File: config.mk
export PLATFORM = sky130hd
export DESIGN_NAME = modn_tick_counter_flat
export DESIGN_NICKNAME = d
export VERILOG_FILES = /design/src/rtl/modn_tick_counter_if.sv /design/src/rtl/modn_tick_counter.sv /design/src/flat_wrapper.sv
export SDC_FILE = /design/constraint.sdc
export NUM_CORES = 1
export LEC_CHECK = 0
export ABC_AREA = 0
export BUFFER_PORTS_ARGS = -buffer_cell sky130_fd_sc_hd__buf_2
export CELL_PAD_IN_SITES_DETAIL_PLACEMENT = 1
export CELL_PAD_IN_SITES_GLOBAL_PLACEMENT = 1
export CORE_ASPECT_RATIO = 0.7
export CORE_MARGIN = 1
export CORE_UTILIZATION = 26
export DETAILED_ROUTE_END_ITERATION = 10
export GPL_TIMING_DRIVEN = 0
export PLACE_DENSITY_LB_ADDON = 0.1
export RECOVER_POWER = 25
export SLEW_MARGIN = 10
export SYNTH_ARGS = -nofsm -noshare
export SYNTH_HDL_FRONTEND = slang
export SYNTH_SLANG_ARGS = --single-unit
File: constraint.sdc
create_clock -name clk -period 4.6 [get_ports clk]
set_clock_uncertainty 0.2 [all_clocks]
set_input_delay 0.69 -clock clk [delete_from_list [all_inputs] [get_ports clk]]
set_output_delay 0.69 -clock clk [all_outputs]
set_load 0.1 [all_outputs]
File: src/rtl/modn_tick_counter_if.sv
// Control and status bundle for modn_tick_counter: step/load controls in, count and strobes out.
interface modn_tick_counter_if #(
    parameter int WIDTH = 4
);
    logic             en;
    logic             up;
    logic             load;
    logic [WIDTH-1:0] load_val;
    logic             ext_tick;
    logic             tick;
    logic [WIDTH-1:0] q;
    logic             tc;
    logic             carry;

    modport master (
        output en, up, load, load_val, ext_tick,
        input  tick, q, tc, carry
    );

    modport slave (
        input  en, up, load, load_val, ext_tick,
        output tick, q, tc, carry
    );
endinterface

File: src/rtl/modn_tick_counter.sv
// Modulo-N up/down counter with clock-enable prescaler, clamped synchronous load,
// terminal count and a one-cycle carry/borrow pulse for cascading stages.
module modn_tick_counter #(
    parameter int DIV          = 50_000_000,
    parameter int MODULUS      = 12,
    parameter int WIDTH        = 4,
    parameter int USE_EXT_TICK = 0
) (
    input  logic               clk,
    input  logic               rst,
    modn_tick_counter_if.slave bus
);
    localparam int PW = (DIV > 1) ? $clog2(DIV) : 1;
    localparam logic [PW-1:0]    PRE_MAX = PW'(DIV - 1);
    localparam logic [WIDTH-1:0] Q_MAX   = WIDTH'(MODULUS - 1);
    localparam logic [WIDTH:0]   MOD_V   = (WIDTH + 1)'(MODULUS);

    logic [PW-1:0]    r_pre;
    logic             r_tick;
    logic [WIDTH-1:0] r_q;
    logic             r_carry;
    logic             w_step;
    logic [WIDTH-1:0] w_load_q;

    // A tick seen while en=0 is discarded, so tick is cleared rather than held.
    always_ff @(posedge clk or negedge rst) begin
        if (!rst) begin
            r_pre  <= '0;
            r_tick <= 1'b0;
        end else if (USE_EXT_TICK != 0) begin
            r_pre  <= '0;
            r_tick <= bus.ext_tick & bus.en;
        end else if (bus.en) begin
            if (r_pre == PRE_MAX) begin
                r_pre  <= '0;
                r_tick <= 1'b1;
            end else begin
                r_pre  <= r_pre + 1'b1;
                r_tick <= 1'b0;
            end
        end else begin
            r_tick <= 1'b0;
        end
    end

    assign w_step   = r_tick & bus.en;
    assign w_load_q = ({1'b0, bus.load_val} < MOD_V) ? bus.load_val : Q_MAX;

    always_ff @(posedge clk or negedge rst) begin
        if (!rst) begin
            r_q     <= '0;
            r_carry <= 1'b0;
        end else if (bus.load) begin
            r_q     <= w_load_q;
            r_carry <= 1'b0;
        end else if (w_step) begin
            if (bus.up) begin
                if (r_q == Q_MAX) begin
                    r_q     <= '0;
                    r_carry <= 1'b1;
                end else begin
                    r_q     <= r_q + 1'b1;
                    r_carry <= 1'b0;
                end
            end else begin
                if (r_q == '0) begin
                    r_q     <= Q_MAX;
                    r_carry <= 1'b1;
                end else begin
                    r_q     <= r_q - 1'b1;
                    r_carry <= 1'b0;
                end
            end
        end else begin
            r_carry <= 1'b0;
        end
    end

    assign bus.tick  = r_tick;
    assign bus.q     = r_q;
    assign bus.carry = r_carry;
    assign bus.tc    = (bus.up & (r_q == Q_MAX)) | (~bus.up & (r_q == '0));
endmodule

File: src/flat_wrapper.sv
// flat-port wrapper written by rule: the top's interface ports become plain ports
module modn_tick_counter_flat 
#(
    parameter int DIV          = 50_000_000,
    parameter int MODULUS      = 12,
    parameter int WIDTH        = 4,
    parameter int USE_EXT_TICK = 0
)
  (clk, rst, bus_en, bus_up, bus_load, bus_load_val, bus_ext_tick, bus_tick, bus_q, bus_tc, bus_carry);
  modn_tick_counter_if #(.WIDTH(WIDTH)) bus_i ();
  input  logic clk;
  input  logic rst;
  input wire logic [$bits(bus_i.en)-1:0] bus_en;
  input wire logic [$bits(bus_i.up)-1:0] bus_up;
  input wire logic [$bits(bus_i.load)-1:0] bus_load;
  input wire logic [$bits(bus_i.load_val)-1:0] bus_load_val;
  input wire logic [$bits(bus_i.ext_tick)-1:0] bus_ext_tick;
  output wire logic [$bits(bus_i.tick)-1:0] bus_tick;
  output wire logic [$bits(bus_i.q)-1:0] bus_q;
  output wire logic [$bits(bus_i.tc)-1:0] bus_tc;
  output wire logic [$bits(bus_i.carry)-1:0] bus_carry;
  assign bus_i.en = bus_en;
  assign bus_i.up = bus_up;
  assign bus_i.load = bus_load;
  assign bus_i.load_val = bus_load_val;
  assign bus_i.ext_tick = bus_ext_tick;
  assign bus_tick = bus_i.tick;
  assign bus_q = bus_i.q;
  assign bus_tc = bus_i.tc;
  assign bus_carry = bus_i.carry;
  modn_tick_counter #(.DIV(DIV), .MODULUS(MODULUS), .WIDTH(WIDTH), .USE_EXT_TICK(USE_EXT_TICK)) u_core (.clk(clk), .rst(rst), .bus(bus_i));
endmodule
==> metrics.txt <==
pwr/cell area=324 mW/mm²; antenna viol nets, final=0; CP max FO=6; Post-Route WL=5.47 mm; crit path max-delay cell type=dfrtp_1; synthesized-area fraction occupied by adder cells=0.0266; failing checks=max-capacitance violations, max-slew violations; Overflow after GRT=0; Hold Crit Class=reg2reg; clock-pin transition on the worst setup and hold timing paths=0.07 ns; Setup WS post-layout=1.63 ns; Diodes inserted=0; H-tree depth=2; Die W=104 µm; clk_lat worst skew=0.29 ns; Max rail drop VDD=0.130 mV; crit path kind=reg2out; # DRC=0; Filler cells=832; Final setup viols=0; area grow syn2layout=14.0%; final HPWL from detailed placement=4.16 mm; Final Slew Violations=33; critical path's top delay family=buffers and inverters; layout cells sized above 1=0.157; vias in the first global route=1644; CTS tree=yes; R2R Setup Slk=1.97 ns; Slew headroom=-0.195; Syn Area/Cell=9.32 µm²; pre-CTS setup slack=1.88 ns; vias=1632; setup tns final=0 ns; max-cap viol count=1; commonest non-fill, non-tap cell in the layout=dfrtp_1; Clock Root Buffer=clkbuf_8; data arrival time at the worst-slack endpoint=2.08 ns; status=finished with violations; Hold Violations, Final=0; Syn. warnings=0; Layout Cells excl Fill=317; fin nets=237; mux cell area share after synthesis=0.00532; CP bufs+invs=2; Worst path max stage delay=0.46 ns; Syn Nets=216; critical path startpoint category=flop; Synth Area in Compound Gates=0.112; CTS max path bufs=2; Leak=0.906 nW; Slew @ Worst Pin=1.79 ns; main combinational cell family by area after synthesis=simple AND/OR/NAND/NOR gates; ys flop type=dfrtp_1; CTS sink cnt=32; DRT Pass-1 Iters=4; EDFF count, synth=0; routed len/inst=17.3 µm; port bufs=14; Worst EP required=3.71 ns; crit path time final=2.97 ns; total CTS buffers=5; largest net degree at the start of global routing=33; Cells after Synth=202; Crit. End Element=output pin; Vias/cell=5.15; die footprint=0.00759 mm²; first-pass GRT wire length=9.28 mm; #FFs+latches synth=32; leading cell types in the layout, fill and taps excluded=32 x dfrtp_1, 17 x nand3_1, 16 x nand2_1, 13 x buf_2, 12 x a21oi_1; Critical Path, Cell by Cell=inv_1 -> ha_1 -> nor2b_1 -> nand2b_1 -> a21oi_1 -> buf_2; overall power=695 µW; CTS-repair resized insts=0; num ports=17; Simple-Gate Fraction of Synth Area=0.308; RSZ-0062 raised after global routing=no; core region area=0.00688 mm²; Total Routing Usage GR=0.163; xor and xnor area share after synthesis=0.0930; Initial Utilization=0.274; CTS Hold Bufs=0; drt first-iter violations=84; die height=73.2 µm; placed insts=310; Cell variety after synth=44; setup repair bufs after CTS=0; Final period util=0.645; FMAX=337 MHz; sequential fraction of the synthesis area=0.425; number of antenna violations at the first check in global routing=0; gp weighted congestion=0.727; synthesized cell area=0.00188 mm²; FFs w/ async S/R, synth=1.00; Core Rows=25
[area by class of cell]
cell class                      instances  area (µm²)  area share
Timing Repair Buffer                   14        68.8      0.0321
Buffer                                  6        30.0      0.0140
Clock inverter                          1        5.00     0.00233
Tap cell                               94         118      0.0548
Sequential cell                        32         801       0.373
Multi-Input combinational cell        157        1030       0.478
Inverter                                7        26.3      0.0122
Clock buffer                            6        72.6      0.0338
[routing by layer]
| layer | wire length, µm | GRT usage | vias to the layer above |
|---|---|---|---|
| li1 | - | - | 777 |
| met1 | 3230 | 0.266 | 830 |
| met2 | 2030 | 0.198 | 20 |
| met3 | 169 | 0.0420 | 5 |
| met4 | 43 | 0.0476 | 0 |
| met5 | 0 | 0 | - |
[sequential cells by signal (all words and copies together) (netlist names)]
signal,count
u_core.bus.tick,1
u_core.bus.q,4
u_core.r_pre,26
u_core.bus.carry,1
[cell usage after synthesis (2+ instances only)]
cell       n  share of area
and3_1     7          0.023
a31oi_1    3          0.010
inv_1      7          0.014
clkbuf_1   4         0.0080
xnor2_1    9          0.042
a21oi_1   12          0.032
dfrtp_1   32           0.43
o22ai_1    2         0.0066
and2_1     3          0.010
nand3_1   17          0.045
o21ai_0    3         0.0080
or4_4      2          0.012
and4_1     2         0.0093
nor2b_1    2         0.0066
nor3_1     7          0.019
nand4_1   11          0.037
nor2_2     9          0.030
ha_1       4          0.027
nor4_2     2          0.013
nor4_1     3          0.010
o21bai_1   2         0.0080
a211oi_1   2         0.0080
xor2_1    11          0.051
nand2b_1   2         0.0066
nand2_1   16          0.032
nor2_1    10          0.020
[worst register-to-register path, cell delays in order, from the launching register on]
cell,delay [ns]
dfrtp_1,0.49
ha_1,0.24
nor4b_2,0.36
nand4_1,0.23
or4b_1,0.69
nand2_1,0.19
o21ai_0,0.11
[through the flow]
step | utilization | instance area, µm² | hold slack, ns
floorplan | - | 1880 | 0.194
global placement | 0.301 | 2070 | 0.310
detailed placement | 0.301 | 2070 | 0.311
CTS | 0.312 | 2150 | 0.289
global route | 0.312 | 2150 | 0.347
finish | 0.312 | 2150 | 0.323
[power breakdown]
group	internal, mW	total, mW	switching, mW
Clock	0.103	0.210	0.107
Sequential	0.309	0.346	0.0374
Combinational	0.0418	0.139	0.0972
[final timing paths]
check	startpoint	endpoint	cells past startpoint
min	u_core.r_pre[23]	u_core.r_pre[23]	1
max in group asynchronous	rst	u_core.r_pre[8]	1
max	u_core.bus.q[0]	bus_tc	6
max reg2reg	u_core.r_pre[0]	u_core.r_pre[21]	6
min in group asynchronous	rst	u_core.r_pre[18]	1
min reg2reg	u_core.r_pre[23]	u_core.r_pre[23]	1
[cell families (layout without fill, tap and decap cells)]
family / count (synthesis) / after routing
adder cells (fa/ha/maj): 4 / 4
buffers and inverters: 13 / 34
AND/OR/NAND/NOR: 99 / 99
XOR/XNOR: 20 / 20
multiplexers: 1 / 1
flip-flops: 32 / 32
AO/OA/AOI/OAI: 33 / 33
Power figures use the tool's default switching activity.
